### config.mk
export PLATFORM = sky130hd
export DESIGN_NAME = dcache_port_arbiter
export DESIGN_NICKNAME = d
export VERILOG_FILES = /design/src/rtl/dcache_port_arbiter.sv
export SDC_FILE = /design/constraint.sdc
export NUM_CORES = 1
export LEC_CHECK = 0
export ABC_CLOCK_PERIOD_IN_PS = 1750
export CORE_AREA = 2 2 121 123
export DETAILED_ROUTE_END_ITERATION = 8
export DIE_AREA = 0 0 123 125
export GPL_TIMING_DRIVEN = 0
export PLACE_DENSITY = 0.73
export SYNTH_ARGS = -nofsm -noshare
export SYNTH_HDL_FRONTEND = slang
export SYNTH_SLANG_ARGS = --single-unit
### constraint.sdc
create_clock -name clk_i -period 1.75 [get_ports clk_i]
set_clock_uncertainty 0.15 [all_clocks]
set_input_delay 0.2625 -clock clk_i [delete_from_list [all_inputs] [get_ports clk_i]]
set_output_delay 0.2625 -clock clk_i [all_outputs]
set_load 0.02 [all_outputs]
### src/rtl/dcache_port_arbiter.sv
// dcache_port_arbiter: two-port D-cache arbiter, one outstanding transaction, starvation guard for port 1
module dcache_port_arbiter #(
  parameter int unsigned STARVE_LIMIT = 8
) (
  input  logic        clk_i,
  input  logic        rst_i,
  input  logic        flush_i,
  input  logic        p0_req_valid_i,
  input  logic [31:0] p0_req_addr_i,
  input  logic        p0_req_rw_i,
  input  logic [1:0]  p0_req_size_i,
  input  logic [31:0] p0_req_wdata_i,
  input  logic        p0_req_uncached_i,
  output logic        p0_req_acc_o,
  output logic        p0_rsp_valid_o,
  output logic [31:0] p0_rsp_data_o,
  input  logic        p1_req_valid_i,
  input  logic [31:0] p1_req_addr_i,
  input  logic        p1_req_rw_i,
  input  logic [1:0]  p1_req_size_i,
  input  logic [31:0] p1_req_wdata_i,
  input  logic        p1_req_uncached_i,
  output logic        p1_req_acc_o,
  output logic        p1_rsp_valid_o,
  output logic [31:0] p1_rsp_data_o,
  output logic        dc_req_valid_o,
  output logic [31:0] dc_req_addr_o,
  output logic        dc_req_rw_o,
  output logic [1:0]  dc_req_size_o,
  output logic [31:0] dc_req_wdata_o,
  output logic        dc_req_uncached_o,
  input  logic        dc_rsp_valid_i,
  input  logic [31:0] dc_rsp_data_i,
  output logic        busy_o
);
  localparam logic [3:0] LIM = 4'(STARVE_LIMIT);
  typedef enum logic [1:0] {IDLE, ISSUE, WAIT} state_t;
  state_t     state_q, state_d;
  logic [3:0] starve_q, starve_d;
  logic       drop_q, drop_d;
  logic       owner_q;
  logic       win1, grant, issue, rsp;
  assign win1  = p1_req_valid_i && (!p0_req_valid_i || starve_q == LIM);
  assign grant = state_q == IDLE && (p0_req_valid_i || p1_req_valid_i) && !flush_i;
  assign issue = state_q == ISSUE && !flush_i;
  // a response that races a flush is dropped just like one after it
  assign rsp   = state_q == WAIT && dc_rsp_valid_i && !(drop_q || flush_i);
  always_comb begin
    state_d  = state_q;
    starve_d = starve_q;
    drop_d   = drop_q;
    case (state_q)
      IDLE: begin
        state_d  = grant ? ISSUE : IDLE;
        starve_d = flush_i ? starve_q
                 : (!p1_req_valid_i || win1) ? 4'd0
                 : (starve_q < LIM) ? starve_q + 4'd1 : starve_q;
      end
      ISSUE: state_d = flush_i ? IDLE : WAIT;
      WAIT: begin
        state_d = dc_rsp_valid_i ? IDLE : WAIT;
        drop_d  = dc_rsp_valid_i ? 1'b0 : (drop_q || flush_i);
      end
      default: state_d = IDLE;
    endcase
  end
  always_ff @(posedge clk_i) begin
    if (rst_i) begin
      state_q           <= IDLE;
      starve_q          <= '0;
      drop_q            <= 1'b0;
      owner_q           <= 1'b0;
      dc_req_addr_o     <= '0;
      dc_req_rw_o       <= 1'b0;
      dc_req_size_o     <= '0;
      dc_req_wdata_o    <= '0;
      dc_req_uncached_o <= 1'b0;
    end else begin
      state_q  <= state_d;
      starve_q <= starve_d;
      drop_q   <= drop_d;
      if (grant) begin
        owner_q           <= win1;
        dc_req_addr_o     <= win1 ? p1_req_addr_i     : p0_req_addr_i;
        dc_req_rw_o       <= win1 ? p1_req_rw_i       : p0_req_rw_i;
        dc_req_size_o     <= win1 ? p1_req_size_i     : p0_req_size_i;
        dc_req_wdata_o    <= win1 ? p1_req_wdata_i    : p0_req_wdata_i;
        dc_req_uncached_o <= win1 ? p1_req_uncached_i : p0_req_uncached_i;
      end
    end
  end
  assign dc_req_valid_o = issue;
  assign p0_req_acc_o   = issue && !owner_q;
  assign p1_req_acc_o   = issue && owner_q;
  assign p0_rsp_valid_o = rsp && !owner_q;
  assign p1_rsp_valid_o = rsp && owner_q;
  assign p0_rsp_data_o  = p0_rsp_valid_o ? dc_rsp_data_i : '0;
  assign p1_rsp_data_o  = p1_rsp_valid_o ? dc_rsp_data_i : '0;
  assign busy_o         = state_q != IDLE;
endmodule

==> results of run 1 <==
## cell type report
type | instances | area, sq um
Antenna cell | 1 | 2.502
Tap cell | 184 | 230.2
Buffer | 44 | 496.7
Sequential cell | 76 | 1533
Clock buffer | 11 | 232.7
Timing Repair Buffer | 354 | 3795
Multi-Input combinational cell | 378 | 3348
Clock inverter | 5 | 37.54
Fill cell | 1061 | 4511
Inverter | 4 | 17.52
## stage by stage
step	setup slack (ns)	instances	utilization [%]	hold WS, ns	setup TNS, ns
2_1_floorplan	-0.04694	502	-	0.2091	-1.024
3_3_place_gp	-1.071	996	52.36	0.3326	-123.92
3_5_place_dp	-1.068	996	52.36	0.3350	-125.98
4_1_cts	-0.5527	1053	64.60	0.3235	-42.18
6_report	-0.4624	1057	68.24	0.2317	-37.24
5_1_grt	-0.5285	1057	68.24	0.2885	-47.06
## cell usage in the layout, fill, tap and decap left out, types with 2 or more instances in the layout
| master | instances |
|---|---|
| a211oi_1 | 3 |
| a211oi_2 | 66 |
| a21oi_1 | 5 |
| a21oi_2 | 33 |
| a21oi_4 | 32 |
| and2_2 | 18 |
| and2_4 | 46 |
| buf_12 | 5 |
| buf_16 | 6 |
| buf_2 | 10 |
| buf_4 | 15 |
| buf_6 | 81 |
| buf_8 | 17 |
| clkbuf_1 | 8 |
| clkbuf_16 | 16 |
| clkbuf_2 | 4 |
| clkbuf_4 | 2 |
| clkbuf_8 | 3 |
| clkdlybuf4s15_1 | 2 |
| clkdlybuf4s50_1 | 229 |
| clkinvlp_4 | 2 |
| dfxtp_1 | 71 |
| dfxtp_2 | 3 |
| dfxtp_4 | 2 |
| dlygate4sd2_1 | 5 |
| dlymetal6s2s_1 | 5 |
| inv_1 | 2 |
| nand2_1 | 11 |
| nand2_2 | 38 |
| nand2_4 | 22 |
| nor2_1 | 74 |
| nor2b_1 | 2 |
| o21ai_0 | 3 |
| o21ai_4 | 2 |
## registers in the layout, indices dropped and copies added, names as in the netlist
signal,flops
owner_q,1
dc_req_size_o,2
dc_req_rw_o,1
starve_q,4
dc_req_wdata_o,32
dc_req_uncached_o,1
state_q,2
drop_q,1
dc_req_addr_o,32
## cell usage after synthesis, drive strengths merged
library cell	n	area, sq um
dfxtp	76	1521
nor2	74	277.8
nand2	71	266.5
a21oi	70	350.3
a211oi	69	618.1
and2	64	400.4
buf	25	147.6
clkbuf	19	71.32
o21ai	5	28.77
inv	4	15.01
a22oi	2	15.01
ha	2	25.02
nor2b	2	12.51
o21a	2	16.27
and2b	1	7.510
and3	1	6.260
and3b	1	8.760
nand2b	1	6.260
nand3	1	5.000
nand3b	1	7.510
nand4	1	6.260
nor3	1	16.27
nor3b	1	7.510
nor4	1	12.51
nor4b	1	23.77
o22a	1	8.760
o2bb2ai	1	8.760
o31ai	1	7.510
o32ai	1	8.760
or2	1	6.260
or3	1	6.260
## kinds of logic (layout without fill, tap and decap cells)
kind of cell / count (synthesis) / in the layout
adders and majority gates: 2 / 2
and+or+nand+nor: 224 / 224
buffers and inverters: 48 / 418
AOI/OAI and AO/OA: 152 / 152
other: 0 / 1
DFF: 76 / 76
## power groups by stage
stage	Combinational (W)	Clock (W)	Sequential, W
after global placement	0.00150	0	0.00199
after CTS	0.00188	0.00177	0.00196
final	0.00205	0.00174	0.00196
after detailed placement	0.00151	0	0.00200
after floorplan	0.000498	0	0.00216
after global routing	0.00216	0.00183	0.00197
## metal layers
layer	global-route usage (%)	up-vias	wire length, microns
met4	9.759	4	704
met5	0	-	31
met2	45.27	238	10480
met1	25.53	2487	7293
li1	-	2459	-
met3	7.892	46	1731
## worst max path at each step
stage	end	cells past startpoint
floorplan	p1_rsp_data_o[10]	5
global placement	p1_rsp_data_o[23]	5
detailed placement	p1_rsp_data_o[23]	5
CTS	p0_rsp_data_o[4]	8
global route	p1_rsp_data_o[15]	7
finish	p0_rsp_data_o[2]	8
## worst max-delay path, stage by stage (launching register included)
cell and delay [ns]:
dfxtp_4 0.34, and2b_2 0.24, nand2_4 0.07, nor4_4 0.13, buf_4 0.19, buf_6 0.11, clkbuf_8 0.12, and2_4 0.14
buf_6 0.12
## timing repair
action | 4_1_cts | 5_1_grt
setup endpoints to repair | 146 | 144
resized for setup | 657 | 133
setup buffers | 25 | 5
gates cloned | 16 | 1
pin swaps | 80 | 52
hold buffers | 0 | 0
==> run_results.csv, run 1 <==
group,metric,value,unit
cts,cts_tree,"built",
cts,clk_path_buf_depth,2,
global_routing,antenna_found_initial,3,
sta,setup_viol,136,
cts,clk_pin_slew,0.07,ns
worst_setup_path,reg2reg_depth,10,
worst_setup_path,path_class,"reg -> out",
synthesis,synth_xor_area_share,0,%
power,power_frac_clock,30.3,%
floorplanning,dieArea,15380,sq um
layout,syn_to_final_growth,147.3,%
worst_setup_path,crit_arrival,1.80,ns
layout,layout-drive-gt1-share,50.46,%
drt,totalWireLength,20240,microns
layout,fin_nets,1043,
floorplanning,fp.dieH,125,microns
placement,portBuffers,310,
synthesis,synth.net_count,678,
synthesis,yosysUniqueCellTypes,38,
synthesis,yosysWarnings,0,
worst_setup_path,ff2ff_setup_slack,-0.23,ns
synthesis,synth_top_family_by_area,"simple AND/OR/NAND/NOR gates",
hold_path,hold_path.startpoint,"flush_i",
worst_setup_path,r2r-start,"starve_q[0]$_SDFFE_PP0P_",
floorplanning,initial_core_util,27.60,%
worst_setup_path,startpoint,"state_q[0]$_SDFF_PP0_",
global_routing,grt_max_degree,14,
synthesis,syn_area_per_cell,7.809,sq um
hold_path,holdPathEnd,"drop_q$_SDFFE_PP0N_",
placement,postPlaceCellArea,7437,sq um
worst_setup_path,cp-end-kind,"output pin",
drt,first_iter_violations,153,
drt,wire_per_inst,19.15,microns
power,pwr-share-seq,34.1,%
sta,finalHoldViolations,0,
hold_path,holdCritPathClass,"in -> reg",
hold_path,hold_depth,3,
run_status,status,"complete, but fails checks",
floorplanning,chipWidth,123,microns
placement,place.detailed.hpwl,13430,microns
worst_setup_path,worstPathMaxFanout,5,
flow_run,cap_violations,0,
synthesis,synthAdderAreaFrac,0.6384,%
global_routing,globalRoute.totalOverflow,0,
power,p_comb_share,35.6,%
global_routing,grt_pass1_wl,29140,microns
cts,cts-root-buf,"clkbuf_16",
drt,drt_pass1_iterations,4,
sta,min_period,2.212,ns
floorplanning,rows,44,
cts,htree_levels,3,
synthesis,synth_seq_cells,76,
sta,report.final.slew_viol_count,0,
worst_setup_path,cp.required,1.34,ns
drt,drc,0,
global_routing,grt_pass1_vias,5308,
power,leakagePower,3.869,nW
synthesis,ys_seq_area_share,38.81,%
worst_setup_path,r2r-end,"dc_req_uncached_o$_SDFFE_PP0P_",
floorplanning,num_io_pins,312,
power,power.switching,0.001843,W
drt,vias,5234,
sta,worst_slew_pin_slew,0.7557,ns
placement,gp_congestion,0.8657,
power,ir_worst_vdd,0.3833,mV
sta,max_slew_margin,49.62,%
global_routing,grtUsageTotal,24.66,%
sta,max_freq,0.4520,GHz
synthesis,yosys.area_share.simple,27.48,%
layout,design_area,9693,sq um
cts,insertion_delay,0.33,ns
sta,rsz0062_at_grt,"true",
power,switching_share,32.06,%
synthesis,synthMuxAreaShare,0,%
worst_setup_path,crit_path_start_kind,"register",
power,power,0.005749,W
drt,post_drt_via_cell_ratio,4.952,
cts,numCtsBuffers,9,
sta,fin_crit_sh,126.4,%
power,power.internal,0.003906,W
power,powerDensity,593.1,nW/um^2
drt,ant_nets,0,
synthesis,syn_inst,502,
sta,fin_ws,-0.4624,ns
run_status,violations,"negative setup slack",
synthesis,syn_area,3920,sq um
cts,cts_sinks,76,
floorplanning,core_area,14200,sq um
synthesis,synth_compound_gate_area_share,27.10,%
(Power assumes the default switching activity.)
==> run 2, diff against run 1 <==
- ABC_CLOCK_PERIOD_IN_PS: 1750 -> 2300
- CORE_AREA: 2 2 121 123 -> 2 2 123 125
- DIE_AREA: 0 0 123 125 -> 0 0 125 127
- MAX_ROUTING_LAYER: not set -> met4
- PLACE_DENSITY: 0.73 -> 0.68
- clock period: 1.75 -> 2.3 ns (I/O delays scaled with it)
==> run_results.csv, run 2 (same netlist as run 1, synthesis figures left out) <==
group,metric,value,unit
layout,final_common_cell,"clkdlybuf4s50_1",
layout,top_regs,"dc_req_addr_o x32, dc_req_wdata_o x32, starve_q x4",
power,powerDensity,509.5,nW/um^2
cts,cts_tree,"built",
worst_setup_path,slowest_delay,0.34,ns
worst_setup_path,reg2reg_depth,9,
floorplanning,core_area,14420,sq um
hold_path,hold_path.startpoint,"dc_rsp_valid_i",
cts,insertion_delay,0.34,ns
run_status,status,"complete, but fails checks",
placement,gp_congestion,0.8448,
floorplanning,chipWidth,125,microns
power,leakagePower,3.271,nW
drt,vias,4799,
placement,place.detailed.hpwl,13290,microns
drt,totalWireLength,17600,microns
worst_setup_path,crit_path_start_kind,"register",
hold_path,holdPathEnd,"drop_q$_SDFFE_PP0N_",
drt,wl_met1,7109,microns
worst_setup_path,cp-end-kind,"output pin",
floorplanning,rows,44,
layout,fill_cells,1357,
global_routing,antenna_found_initial,0,
worst_setup_path,cp_top_family,"simple AND/OR/NAND/NOR gates",
sta,fin_crit_sh,102.8,%
sta,finalHoldViolations,0,
global_routing,grt_pass1_wl,26340,microns
floorplanning,num_io_pins,312,
worst_setup_path,path_cells,"and2b_2, nand2_4, nor4b_4, buf_4, buf_6, buf_8, and2_4, buf_6",
run_status,violations,"negative setup slack",
power,ir_worst_vdd,0.2831,mV
floorplanning,dieArea,15880,sq um
layout,final_cell_mix,"242 x clkdlybuf4s50_1, 74 x nor2_1, 74 x dfxtp_1, 70 x nand2_1, 70 x a21oi_1",
layout,antenna_cells,0,
global_routing,globalRoute.totalOverflow,0,
worst_setup_path,ff2ff_setup_slack,0.15,ns
placement,portBuffers,310,
worst_setup_path,cp_common_cell,"buf_6",
worst_setup_path,worstPathMaxFanout,5,
hold_path,holdCritPathClass,"in -> reg",
sta,fin_ws,-0.06513,ns
sta,timing.hold.ws,0.3219,ns
floorplanning,fp.dieH,127,microns
layout,fin_nets,1011,
layout,layout-drive-gt1-share,24.64,%
drt,first_iter_violations,198,
worst_setup_path,critPathSlowestCell,"dfxtp_4",
cts,cts_sinks,76,
flow_run,cap_violations,0,
cts,cts-root-buf,"clkbuf_16",
sta,max_freq,0.4228,GHz
global_routing,grtUsageTotal,21.69,%
drt,ant_nets,0,
layout,syn_to_final_growth,103.3,%
sta,setup_viol,49,
drt,wl_met3,1015,microns
worst_setup_path,r2r-start,"starve_q[0]$_SDFFE_PP0P_",
worst_setup_path,cp_num_buf_inv,4,
drt,drt_pass1_iterations,4,
worst_setup_path,path_class,"reg -> out",
cts,htree_levels,3,
sta,finalSetupTns,-1.678,ns
global_routing,grt_max_degree,14,
sta,worst_slew_pin_slew,0.7292,ns
global_routing,grt_pass1_vias,4674,
drt,routed.top_layer,"met4",
drt,wire_per_inst,17.18,microns
sta,rsz0062_at_grt,"true",
floorplanning,initial_core_util,27.18,%
worst_setup_path,crit_arrival,1.87,ns
sta,max_slew_margin,51.39,%
drt,post_drt_via_cell_ratio,4.687,
hold_path,hold_depth,2,
worst_setup_path,r2r-end,"dc_req_addr_o[17]$_SDFFE_PP0P_",
sta,report.final.slew_viol_count,0,
sta,min_period,2.365,ns
cts,clk_pin_slew,0.06,ns
drt,wl_met2,9011,microns
drt,drc,0,
cts,clk_path_buf_depth,2,
cts,numCtsBuffers,9,
worst_setup_path,cp.required,1.80,ns
[run 2: cell count changes in the layout (fill, tap and decap cells not counted), moves of 18 or more]
cell / previous run / this run
nand2_1: 11 / 70
a211oi_1: 3 / 49
a21oi_4: 32 / 0
a21oi_1: 5 / 70
nand2_2: 38 / 0
buf_6: 81 / 61
nand2_4: 22 / 1
a21oi_2: 33 / 0
a211oi_2: 66 / 20
and2_2: 18 / 0
[run 2: cell type report]
cell class	count	area, sq um	share of cell area (%)
clock buffers	10	229.0	2.873
plain buffers	44	287.8	3.611
well taps	184	230.2	2.889
flip-flops and latches	76	1526	19.15
repair buffers	322	3294	41.33
multi-input cells	378	2323	29.15
clock inverters	6	63.81	0.8006
inverters	4	15.01	0.1884
[run 2: per-layer routing]
metal | vias up | global-route usage, %
li1 | 2392 | -
met1 | 2178 | 25.36
met2 | 201 | 37.02
met3 | 28 | 4.816
met4 | 0 | 7.451
met5 | - | -
[run 2: worst reg2reg max path, stage by stage (launching register included)]
cell and delay [ns]:
dfxtp_1 0.39, inv_1 0.06, ha_1 0.20, and3b_1 0.21, o21a_1 0.18, buf_4 0.16
buf_6 0.15, buf_2 0.19, a21oi_1 0.22, a211oi_2 0.09
[run 2: how the worst max path moves through the flow]
stage	from	slack, ns	endpoint	cells past startpoint
after floorplan	state_q[0]$_SDFF_PP0_	0.32	p0_rsp_data_o[22]	5
final	state_q[0]$_SDFF_PP0_	-0.07	p1_rsp_data_o[4]	8
after CTS	state_q[0]$_SDFF_PP0_	-0.16	p1_rsp_data_o[18]	8
after global placement	flush_i	-0.81	p0_rsp_data_o[18]	5
after detailed placement	flush_i	-0.80	p0_rsp_data_o[15]	5
after global routing	state_q[0]$_SDFF_PP0_	-0.15	p0_rsp_data_o[26]	8
[run 2: per-stage QoR]
stage               utilization [%]  power (W)  instance area [sq um]  setup WS, ns  std cells
floorplan                         -   0.002006                   3920        0.3229        502
global route                  55.26   0.004243                   7970       -0.1462       1024
detailed placement            50.29   0.002645                   7253       -0.8046        996
finish                        55.26   0.004061                   7970      -0.06513       1024
global placement              50.29   0.002638                   7253       -0.8098        996
CTS                           53.88   0.004092                   7771       -0.1599       1022
[run 2: power by group]
part           switching, W  total [W]  internal [W]
Clock              0.000591    0.00143      0.000841
Combinational      0.000536    0.00114      0.000607
Sequential        0.0000593    0.00149       0.00143
Total               0.00119    0.00406       0.00287
[run 2: what timing repair did]
action | 4_1_cts | 5_1_grt
setup buffers | 7 | 1
gates cloned | 3 | 2
hold buffers | 0 | 0
pin swaps | 18 | 6
setup endpoints to repair | 88 | 93
endpoints found under the hold margin | 0 | 0
gates resized for setup | 403 | 70
==> run 3, diff against run 2 <==
- CELL_PAD_IN_SITES_DETAIL_PLACEMENT: not set -> 1
- CELL_PAD_IN_SITES_GLOBAL_PLACEMENT: not set -> 2
- CORE_AREA: 2 2 123 125 -> 2 2 160 162
- DIE_AREA: 0 0 125 127 -> 0 0 162 164
- GPL_TIMING_DRIVEN: 0 -> not set
- PLACE_DENSITY: 0.68 -> not set
- PLACE_DENSITY_LB_ADDON: not set -> 0.1
==> run_results.csv, run 3 (same netlist as run 1, synthesis figures left out) <==
group,metric,value,unit
run_status,status,"complete, but fails checks",
run_status,violations,"negative setup slack",
sta,fin_crit_sh,100.4,%
placement,place.detailed.hpwl,14780,microns
global_routing,globalRoute.totalOverflow,0,
worst_setup_path,worstPathMaxFanout,8,
global_routing,grt_pass1_vias,5104,
global_routing,grt_max_degree,77,
global_routing,antenna_found_initial,1,
placement,place_inst,1120,
drt,drt_pass1_iterations,4,
floorplanning,core_area,24820,sq um
layout,post-route-util,32.90,%
sta,min_period,2.310,ns
floorplanning,dieArea,26570,sq um
layout,fin_nets,989,
power,powerDensity,508.1,nW/um^2
worst_setup_path,r2r-start,"starve_q[0]$_SDFFE_PP0P_",
worst_setup_path,path_cells,"clkdlybuf4s50_1, nand2_2, nor4b_4, buf_6, buf_12, buf_16, and2_4, buf_6",
worst_setup_path,critPathSlowestCell,"clkdlybuf4s50_1",
cts,numCtsBuffers,9,
global_routing,grtUsageTotal,15.18,%
layout,top_regs,"dc_req_addr_o x32, dc_req_wdata_o x32, starve_q x4",
drt,first_iter_violations,208,
flow_run,cap_violations,0,
cts,cts-root-buf,"clkbuf_16",
sta,fin_ws,-0.01002,ns
drt,post_drt_via_cell_ratio,4.171,
power,ir_worst_vdd,0.2396,mV
power,leakagePower,3.264,nW
worst_setup_path,cp.required,1.80,ns
drt,ant_nets,0,
worst_setup_path,ff2ff_setup_slack,0.37,ns
hold_path,holdPathEnd,"starve_q[3]$_SDFFE_PP0P_",
worst_setup_path,cp_common_cell,"buf_6",
layout,final_common_cell,"clkdlybuf4s50_1",
global_routing,busiest_layer,"met2",
hold_path,holdCritPathClass,"in -> reg",
global_routing,grt_pass1_wl,30260,microns
worst_setup_path,cp_num_buf_inv,5,
hold_path,hold_path.startpoint,"rst_i",
sta,rsz0062_at_grt,"true",
cts,insertion_delay,0.33,ns
sta,report.final.slew_viol_count,0,
worst_setup_path,r2r-end,"dc_req_addr_o[24]$_SDFFE_PP0P_",
floorplanning,initial_core_util,15.79,%
drt,vias,4788,
cts,cts_tree,"built",
drt,drc,0,
cts,postCtsHoldBufs,0,
sta,max_slew_margin,70.95,%
global_routing,use_met1,17.52,%
drt,wire_per_inst,17.77,microns
cts,cts_sinks,76,
layout,final_cell_count_no_fill,1148,
worst_setup_path,path_class,"in -> out",
floorplanning,rows,58,
worst_setup_path,reg2reg_depth,7,
placement,gp_congestion,0.7625,
hold_path,hold_depth,3,
cts,clk_pin_slew,0.06,ns
sta,timing.hold.ws,0.2844,ns
worst_setup_path,slowest_delay,0.50,ns
placement,portBuffers,311,
layout,layout-drive-gt1-share,23.38,%
floorplanning,fp.dieH,164,microns
cts,htree_levels,3,
worst_setup_path,crit_arrival,1.82,ns
worst_setup_path,crit_path_start_kind,"primary input",
sta,worst_slew_pin_slew,0.4357,ns
global_routing,use_met2,26.31,%
drt,totalWireLength,20400,microns
sta,max_freq,0.4329,GHz
layout,syn_to_final_growth,108.3,%
layout,final_cell_mix,"241 x clkdlybuf4s50_1, 75 x dfxtp_1, 74 x nor2_1, 70 x nand2_1, 70 x a21oi_1",
sta,finalHoldViolations,0,
worst_setup_path,cp-end-kind,"output pin",
sta,setup_viol,8,
floorplanning,chipWidth,162,microns
cts,clk_path_buf_depth,2,
sta,finalSetupTns,-0.04457,ns
worst_setup_path,cp_top_family,"buffers and inverters",
floorplanning,num_io_pins,312,
global_routing,use_met3,4.495,%
==> run 3: final cells by class <==
type                            instances  area, sq um
Sequential cell                        76         1523
Clock buffer                           10        239.0
Clock inverter                          5        60.06
Antenna cell                            1        2.502
Tap cell                              330        412.9
Inverter                                4        15.01
Timing Repair Buffer                  344         3605
Fill cell                            2882        16650
Multi-Input combinational cell        378         2308
==> run 3: worst max path at each step <==
| stage | cells after the start | slack [ns] | start | to |
|---|---|---|---|---|
| final | 8 | -0.01 | dc_rsp_valid_i | p1_rsp_data_o[17] |
| after global routing | 8 | -0.09 | state_q[0]$_SDFF_PP0_ | p1_rsp_data_o[17] |
| after CTS | 7 | -0.12 | state_q[0]$_SDFF_PP0_ | p1_rsp_data_o[22] |
| after detailed placement | 6 | -0.42 | dc_rsp_valid_i | p1_rsp_data_o[5] |
| after global placement | 6 | -0.37 | dc_rsp_valid_i | p1_rsp_data_o[13] |
| after floorplan | 5 | 0.32 | state_q[0]$_SDFF_PP0_ | p0_rsp_data_o[22] |
==> run 3: per-stage QoR <==
stage	area, sq um	total power (W)	setup WS [ns]
2_1_floorplan	3920	0.002006	0.3229
3_3_place_gp	7548	0.002685	-0.3701
3_5_place_dp	7548	0.002709	-0.4238
4_1_cts	7951	0.004242	-0.1186
5_1_grt	8165	0.004382	-0.08821
6_report	8165	0.004148	-0.01002
==> run 3: what timing repair did <==
item,4_1_cts,5_1_grt
cloned,5,0
setup endpoints to repair,69,69
pin swaps,0,8
setup buffers,8,2
gates resized for setup,359,84
endpoints found under the hold margin,0,0
==> run 3: metal layers <==
metal	wire length (microns)	share of wire [%]
met1	8474	42
met2	10180	50
met3	1561	7.7
met4	190	0.93
met5	0	0
==> run 3: worst reg2reg max path, delay by kind of cell, from the launching register on <==
family | cells | cell delay (ns)
buf+inv | 2 | 0.24
compound gates | 3 | 0.59
simple gates | 1 | 0.22
fa+ha+maj | 1 | 0.21
flops | 1 | 0.40
==> run 3: where the power goes <==
group	internal, W	switching, W
Combinational	0.000627	0.000555
Sequential	0.00143	0.0000591
Clock	0.000871	0.000609
